==> config.mk <==
export PLATFORM = sky130hd
export DESIGN_NAME = scroll_engine
export DESIGN_NICKNAME = d
export VERILOG_FILES = /design/src/rtl/scroll_engine.sv
export SDC_FILE = /design/constraint.sdc
export NUM_CORES = 1
export LEC_CHECK = 0
export ABC_CLOCK_PERIOD_IN_PS = 4160
export CAP_MARGIN = 5
export CORE_ASPECT_RATIO = 1.4
export CORE_MARGIN = 2
export CORE_UTILIZATION = 45
export CTS_BUF_LIST = sky130_fd_sc_hd__clkbuf_8
export DETAILED_ROUTE_END_ITERATION = 6
export PLACE_DENSITY = 0.75
export SETUP_SLACK_MARGIN = 0.05
export SYNTH_ARGS = -nofsm -noshare
export SYNTH_HDL_FRONTEND = slang
export SYNTH_SLANG_ARGS = --single-unit
==> constraint.sdc <==
create_clock -name clk -period 4.16 [get_ports clk]
set_clock_uncertainty 0.2 [all_clocks]
set_input_delay 0.416 -clock clk [delete_from_list [all_inputs] [get_ports clk]]
set_output_delay 0.416 -clock clk [all_outputs]
set_load 0.01 [all_outputs]
==> src/rtl/scroll_engine.sv <==
// Scrolling message window: shows NUM_DIGITS characters of a latched message,
// starting at pos, advanced by a manual step button or a timed auto-scroll.
module scroll_engine #(
  parameter int CHAR_W     = 4,
  parameter int NUM_CHARS  = 16,
  parameter int NUM_DIGITS = 4,
  parameter int TICK_DIV   = 25000000
) (
  input  logic                           clk,
  input  logic                           reset,
  input  logic [NUM_CHARS*CHAR_W-1:0]    message,
  input  logic                           load,
  input  logic                           step,
  input  logic                           auto_en,
  input  logic                           pause,
  input  logic                           dir,
  output logic [NUM_DIGITS*CHAR_W-1:0]   chars,
  output logic [$clog2(NUM_CHARS)-1:0]   pos,
  output logic [1:0]                     mode,
  output logic                           wrap
);

  localparam int POS_W = $clog2(NUM_CHARS);
  localparam int CNT_W = (TICK_DIV > 1) ? $clog2(TICK_DIV) : 1;

  typedef enum logic [1:0] {
    MANUAL = 2'b00,
    RUN    = 2'b01,
    HOLD   = 2'b10
  } state_t;

  state_t                         state_reg;
  logic [NUM_CHARS*CHAR_W-1:0]    msg_reg;
  logic [POS_W-1:0]               pos_reg;
  logic [POS_W-1:0]               pos_next;
  logic [CNT_W-1:0]               cnt_reg;
  logic                           step_prev_reg;
  logic                           wrap_reg;
  logic [NUM_DIGITS*CHAR_W-1:0]   chars_reg;
  logic [NUM_DIGITS*CHAR_W-1:0]   chars_next;
  logic [CHAR_W-1:0]              msg_chars [NUM_CHARS];

  logic tick;
  logic step_edge;
  logic advance;
  logic at_edge;

  assign tick      = (state_reg == RUN) && (cnt_reg == CNT_W'(TICK_DIV - 1));
  assign step_edge = step & ~step_prev_reg;
  assign advance   = tick | step_edge;
  // at_edge means the next advance in the current direction wraps around
  assign at_edge   = dir ? (pos_reg == '0) : (pos_reg == POS_W'(NUM_CHARS - 1));

  always_comb begin
    pos_next = pos_reg;
    if (advance) begin
      if (at_edge)
        pos_next = dir ? POS_W'(NUM_CHARS - 1) : '0;
      else
        pos_next = dir ? (pos_reg - 1'b1) : (pos_reg + 1'b1);
    end
  end

  genvar gi;
  generate
    for (gi = 0; gi < NUM_CHARS; gi++) begin : g_msg
      assign msg_chars[gi] = msg_reg[gi*CHAR_W +: CHAR_W];
    end

    // Digit k shows char (pos+k) mod NUM_CHARS; k=0 is the leftmost field
    for (gi = 0; gi < NUM_DIGITS; gi++) begin : g_win
      logic [POS_W:0]   sum;
      logic [POS_W-1:0] idx;
      assign sum = {1'b0, pos_reg} + (POS_W+1)'(gi);
      assign idx = (sum >= (POS_W+1)'(NUM_CHARS))
                   ? POS_W'(sum - (POS_W+1)'(NUM_CHARS))
                   : sum[POS_W-1:0];
      assign chars_next[(NUM_DIGITS-1-gi)*CHAR_W +: CHAR_W] = msg_chars[idx];
    end
  endgenerate

  always_ff @(posedge clk) begin
    if (reset) begin
      state_reg     <= MANUAL;
      msg_reg       <= '0;
      pos_reg       <= '0;
      cnt_reg       <= '0;
      step_prev_reg <= 1'b0;
      wrap_reg      <= 1'b0;
      chars_reg     <= '0;
    end else begin
      step_prev_reg <= step;
      chars_reg     <= chars_next;

      case (state_reg)
        MANUAL:  if (auto_en) state_reg <= RUN;
        RUN:     if (!auto_en) state_reg <= MANUAL;
                 else if (pause) state_reg <= HOLD;
        HOLD:    if (!auto_en) state_reg <= MANUAL;
                 else if (!pause) state_reg <= RUN;
        default: state_reg <= MANUAL;
      endcase

      if (load) begin
        msg_reg  <= message;
        pos_reg  <= '0;
        cnt_reg  <= '0;
        wrap_reg <= 1'b0;
      end else begin
        pos_reg  <= pos_next;
        wrap_reg <= advance & at_edge;
        case (state_reg)
          RUN:     cnt_reg <= tick ? '0 : (cnt_reg + 1'b1);
          HOLD:    cnt_reg <= cnt_reg;
          default: cnt_reg <= '0;
        endcase
      end
    end
  end

  assign chars = chars_reg;
  assign pos   = pos_reg;
  assign mode  = state_reg;
  assign wrap  = wrap_reg;

endmodule

# Yosys cells after proc, flatten, opt, wreduce, memory -nomap -nowiden
# Cells that the tools add are included.
[totals] register_bits=113 latch_bits=0 ramBits=0 mem_bits_ro=0 in_bits=71 output_inout_bits=23 wordCells=73 n_memories=0
[classes] addsub=10 n_mul=0 div_mod_pow=0 magnitude_cmp=8 eq_ne=7 n_shift=0 muxes=28 n_bitwise=8 n_reduce_logical=5
[ops] cell="$bmux 4 s4" count=4
[ops] cell="$mux 4" count=15
[ops] cell="$pmux 25 s2" count=1
[ops] cell="$ge 5x5->1 const B" count=7
[ops] cell="$add 25x1->25 const B" count=1
[ops] cell="$eq 25x25->1 const B" count=1
[ops] cell="$mux 25" count=1
[ops] cell="$not 4->5" count=4
[ops] cell="$sub 4x1->4 const B" count=5
[ops] cell="$add 4x2->5 const B" count=2
[ops] cell="$mux 2" count=5
[ops] cell="$ne 3x3->1 const B" count=2
[ops] cell="$pmux 2 s3" count=1
[ops] cell="$add 4x1->5 const B" count=1
[ops] cell="$ge 4x5->1 const B" count=1
[ops] cell="$add 4x1->4 const B" count=1
[ops] cell="$eq 4x4->1 const B" count=1
[ops] cell="$logic_not 4->1" count=1
[ops] cell="$reduce_and 3->1" count=1
[ops] cell="$and 1x1->1" count=2
[ops] cell="$eq 2x1->1 const B" count=1
[ops] cell="$eq 2x2->1 const B" count=1
[ops] cell="$logic_not 2->1" count=1
[ops] cell="$ne 2x2->1 const B" count=1
[ops] cell="5 further kinds" count=5

# Longest topological paths before layout
[depth] ltp_word=7 ltp_mapped=12 mapped_depth_nobuf=7

# Worst setup path before layout
# OpenSTA, ideal clock, no wires.
[synth_path] path_type="register to register" from="register pos_reg[0], in the netlist pos[0]" to="register chars_reg[10], in the netlist chars[10]" setup_time_ns=0.145 arrival_time_ns=2.799 required_ns=3.815 setup_slack_ns=1.016 stages_incl_launch_ff=12 path_buffers=6 period_less_slack_ns=3.144 path_cell_list="dfxtp_1 -> buf_4 -> buf_6 -> buf_2 -> buf_2 -> inv_1 -> ha_1 -> buf_2 -> buf_2 -> mux4_2 -> a211oi_1 -> a211oi_1"
[synth_via] elab_chain_len=7 elab_cells_between_ends=8 classes_between="2 x add/sub; 1 x order compare; 4 x mux; 1 x bitwise"
[synth_rtl] element="start: declaration" line_no="34" text="logic [POS_W-1:0] pos_reg;"
[synth_rtl] element="start signal: assignment" line_no="110" text="pos_reg <= pos_next;"
[synth_rtl] element="$add 4x1->5 (*)" line_no="74" text="assign sum = {1'b0, pos_reg} + (POS_W+1)'(gi);"
[synth_rtl] element="$sub 4x1->4 / $ge 5x5->1 (equally long branches)" line_no="76, 75"
[synth_rtl] element="$mux 4 (*)" line_no="76" text="? POS_W'(sum - (POS_W+1)'(NUM_CHARS))"
[synth_rtl] element="$not 4->5 (implied by the code) (*)" line_no="78" text="assign chars_next[(NUM_DIGITS-1-gi)*CHAR_W +: CHAR_W] = msg_chars[idx];"
[synth_rtl] element="$bmux 4 s4 (*)" line_no="78"
[synth_rtl] element="$mux 4 (implied by the code) (*) (2 in a row)" line_no="78"
[synth_rtl] element="end signal: assignment" line_no="93" text="chars_reg <= chars_next;"
[synth_rtl] element="end: declaration" line_no="39" text="logic [NUM_DIGITS*CHAR_W-1:0] chars_reg;"
# Every way passes the cells marked *; elsewhere a longest branch is shown, timed or not. The select of a mux whose other input is x is not followed.
# A chain may end at the register's enable or synchronous reset.

# Worst setup path after layout
[layout_path] from="register pos_reg[0], in the netlist pos[0]" to="output pos[0]"
[layout_rtl] element="end: declaration" line_no="18" text="output logic [$clog2(NUM_CHARS)-1:0] pos,"
# No word-level cell between the ends.

==> results.txt <==
Starting Density -> 0.461
Clock slew at reported path FFs -> 0.07 ns
Sw frac -> 0.261
Crit path DAT -> 2.32 ns
Number of buffers added for setup after CTS -> 0
Area enclosed by the die boundary -> 15200 um^2
Largest net degree at the start of global routing -> 85
Part of the power in combinational logic -> 0.161
Post-cts resize count -> 0
Max Clock Freq -> 341 MHz
Final hold violation count -> 0
Via Count -> 5160
Final setup TNS -> 0 ns
Startpoint Class -> register
Most frequent cells after synthesis -> sky130_fd_sc_hd__dfxtp_1, sky130_fd_sc_hd__mux2i_1, sky130_fd_sc_hd__nor2_1
Via-per-instance ratio -> 5.89
Time the worst path needs with I/O delays and setup -> 2.93 ns
Layout cell share with drive strength beyond 1 -> 0.155
Int Power -> 2060 uW
Worst skew pair latency -> 0.45 ns
Post-synth EDFFs -> 0
Kind of end point of the critical path -> output pin
Power per Cell Area -> 355 nW/um^2
Bufs on Longest Clock Path -> 2
Ant diodes -> 0
Final-stage net count -> 757
Most common cell in the synthesized netlist -> sky130_fd_sc_hd__dfxtp_1
Total Routing Usage GR -> 0.216
Clock network fraction of design power -> 0.410
CTS Buf Count -> 17
Post-synthesis area per instance -> 10.6 um^2
CTS root buffer -> sky130_fd_sc_hd__clkbuf_8
Slowest stage delay, CP -> 0.80 ns
Number of synthesis warnings -> 0
Master of the slowest instance on the critical path -> sky130_fd_sc_hd__buf_4
Number of instances in the synthesized netlist -> 603
Total grt overflow -> 0
Critical path fanouts, max -> 71
Fraction of registers with async set or reset after synthesis -> 0
Worst min-delay path class -> input pin to register
Number of antenna violations at the first check in global routing -> 0
Unique masters post-synth -> 50
Post-synth top area share -> 0.353
Total number of placement rows -> 51
Routed wire per std cell -> 18.5 um
Hold-fix buffers at CTS -> 0
Final-report setup violation count -> 0
Area growth syn-to-layout -> 22.3%
Synth area leader -> sky130_fd_sc_hd__dfxtp_1
Number of H-tree branching levels -> 4
TritonCTS clock tree -> built
Vias in the first global route -> 5201
First DRT Iteration DRCs -> 254
Die Height -> 145 um
Minimum setup slack after placement -> 1.25 ns
Setup slack of the critical path after layout -> 1.23 ns
Final wirelength -> 16200 um
Switching pwr -> 729 uW
Synth area leaders -> sky130_fd_sc_hd__dfxtp_1, sky130_fd_sc_hd__mux4_2, sky130_fd_sc_hd__mux2i_1
Filler cell count -> 1234
Sequence of cells on the critical path -> buf_4, clkdlybuf4s50_1
Worst Max-Slew Pin Slew -> 1.11 ns
Residual antenna-violating net count after detailed routing -> 0
Most used flip-flop cell after synthesis -> sky130_fd_sc_hd__dfxtp_1
DRC -> 0
Final cycle utilization of the critical path -> 0.705
Detailed-routing iteration count for the pre-antenna-repair pass -> 5
Placed Cells incl. Taps -> 844
Sequential-to-total area share from yosys stat -> 0.353
Die width -> 105 um
First-pass GRT wire length -> 26000 um
Number of port buffers -> 93
Final max-slew violation count -> 0
Slew margin rel. -> 0.260
Final instance count without filler cells -> 876
Run status -> completed
Post-layout utilization of the core -> 0.564
Crit Path Class -> register to output pin
CP required -> 3.54 ns
Proportion of power drawn by flip-flops and latches -> 0.429
Clock tree sinks -> 113
Number of flip-flops and latches in the synthesized netlist -> 113
Core region area -> 13900 um^2
Total standard cell area after synthesis -> 6420 um^2
VDD IR-drop max -> 0.209 mV
Largest delay share family, worst path -> buffers and inverters
Maximum capacitance violations -> 0
HPWL after detailed placement -> 11900 um
Number of flip-flops in the largest register -> 64
Setup repair after global routing missed its margin -> false
Placer Congestion -> 0.854
CP Buf/Inv Count -> 2
Mapped Nets -> 682
Number of placed I/O pins -> 94
Leakage power -> 0.00290 uW
## worst register-to-register path: stages, from the launching register on
cell and delay [ns]:
sky130_fd_sc_hd__dfxtp_1 0.33, sky130_fd_sc_hd__inv_1 0.15, sky130_fd_sc_hd__ha_1 0.75, sky130_fd_sc_hd__buf_4 0.28, sky130_fd_sc_hd__mux4_2 0.52, sky130_fd_sc_hd__a211oi_1 0.43
sky130_fd_sc_hd__a211oi_1 0.09
## layer usage
layer	up-vias	global-route usage	routed length, um
met5	-	0	0
met4	0	0.125	719
met3	51	0.0449	738
met2	181	0.370	8170
met1	2496	0.247	6550
li1	2432	-	-
## worst paths after layout
check	from	end	slack, ns	cells past startpoint
setup / recovery	pos[0]$_SDFFE_PP0P_	pos[0]	1.23	2
hold / removal	load	msg_reg[55]$_SDFFE_PP0P_	0.14	3
hold reg to reg	cnt_reg[22]$_SDFFE_PP0P_	cnt_reg[22]$_SDFFE_PP0P_	0.29	1
setup reg to reg	pos[1]$_SDFFE_PP0P_	chars[9]$_SDFF_PP0_	1.26	6
## cell usage in the layout (no fill, tap or decap), drive strengths merged, types with 3 or more instances in the layout
cell type / Yosys / final
a21o: 3 / 3
o211ai: 3 / 3
clkinv: 0 / 8
and3: 3 / 3
nor2: 78 / 78
mux4: 56 / 56
nand2: 17 / 17
nor4: 4 / 4
bufinv: 0 / 4
a21oi: 20 / 20
inv: 11 / 12
a31oi: 7 / 7
or2: 3 / 3
o211a: 3 / 3
a211oi: 33 / 33
xor2: 6 / 6
a22oi: 3 / 3
nor2b: 18 / 18
mux2i: 91 / 91
xnor2: 3 / 3
dfxtp: 113 / 113
clkdlybuf4s50: 0 / 91
or4: 3 / 3
clkbuf: 17 / 18
nand3: 14 / 14
ha: 7 / 7
nand4: 12 / 12
o21ai: 19 / 19
nor4b: 4 / 4
buf: 27 / 9
or3: 6 / 6
## cell type report
class                      count  area (um^2)  share of cell area
clock buffer                  18          248              0.0316
clock inverter                14          190              0.0242
inverter                      11         41.3             0.00526
multi-input combinational    435         3880               0.495
sequential                   113         2270               0.289
tap                          185          231              0.0295
timing repair buffer         100          988               0.126
## kinds of logic (layout without fill, tap and decap cells)
kind of cell | count (synthesis) | in the layout | synth area share
multiplexers | 148 | 148 | 0.340
buffers and inverters | 55 | 143 | 0.0421
adder cells (fa/ha/maj) | 9 | 9 | 0.0183
XOR/XNOR | 9 | 9 | 0.0123
AO/OA/AOI/OAI | 97 | 97 | 0.102
AND/OR/NAND/NOR | 172 | 172 | 0.133
flip-flops | 113 | 113 | 0.353
## power by group through the flow
stage	Combinational (uW)	Sequential, uW	Clock (uW)
6_report	448	1200	1140
5_1_grt	479	1200	1210
2_1_floorplan	289	1200	0
4_1_cts	450	1190	1170
3_3_place_gp	438	1220	0
3_5_place_dp	448	1220	0
## through the flow
step	cell area [um^2]	hold slack, ns	total power, uW
6_report	7850	0.140	2790
3_5_place_dp	7410	0.276	1670
4_1_cts	7850	0.113	2820
5_1_grt	7850	0.155	2890
3_3_place_gp	7410	0.259	1650
2_1_floorplan	6420	0.239	1490
Note: power is estimated with default switching activity, not from simulation.
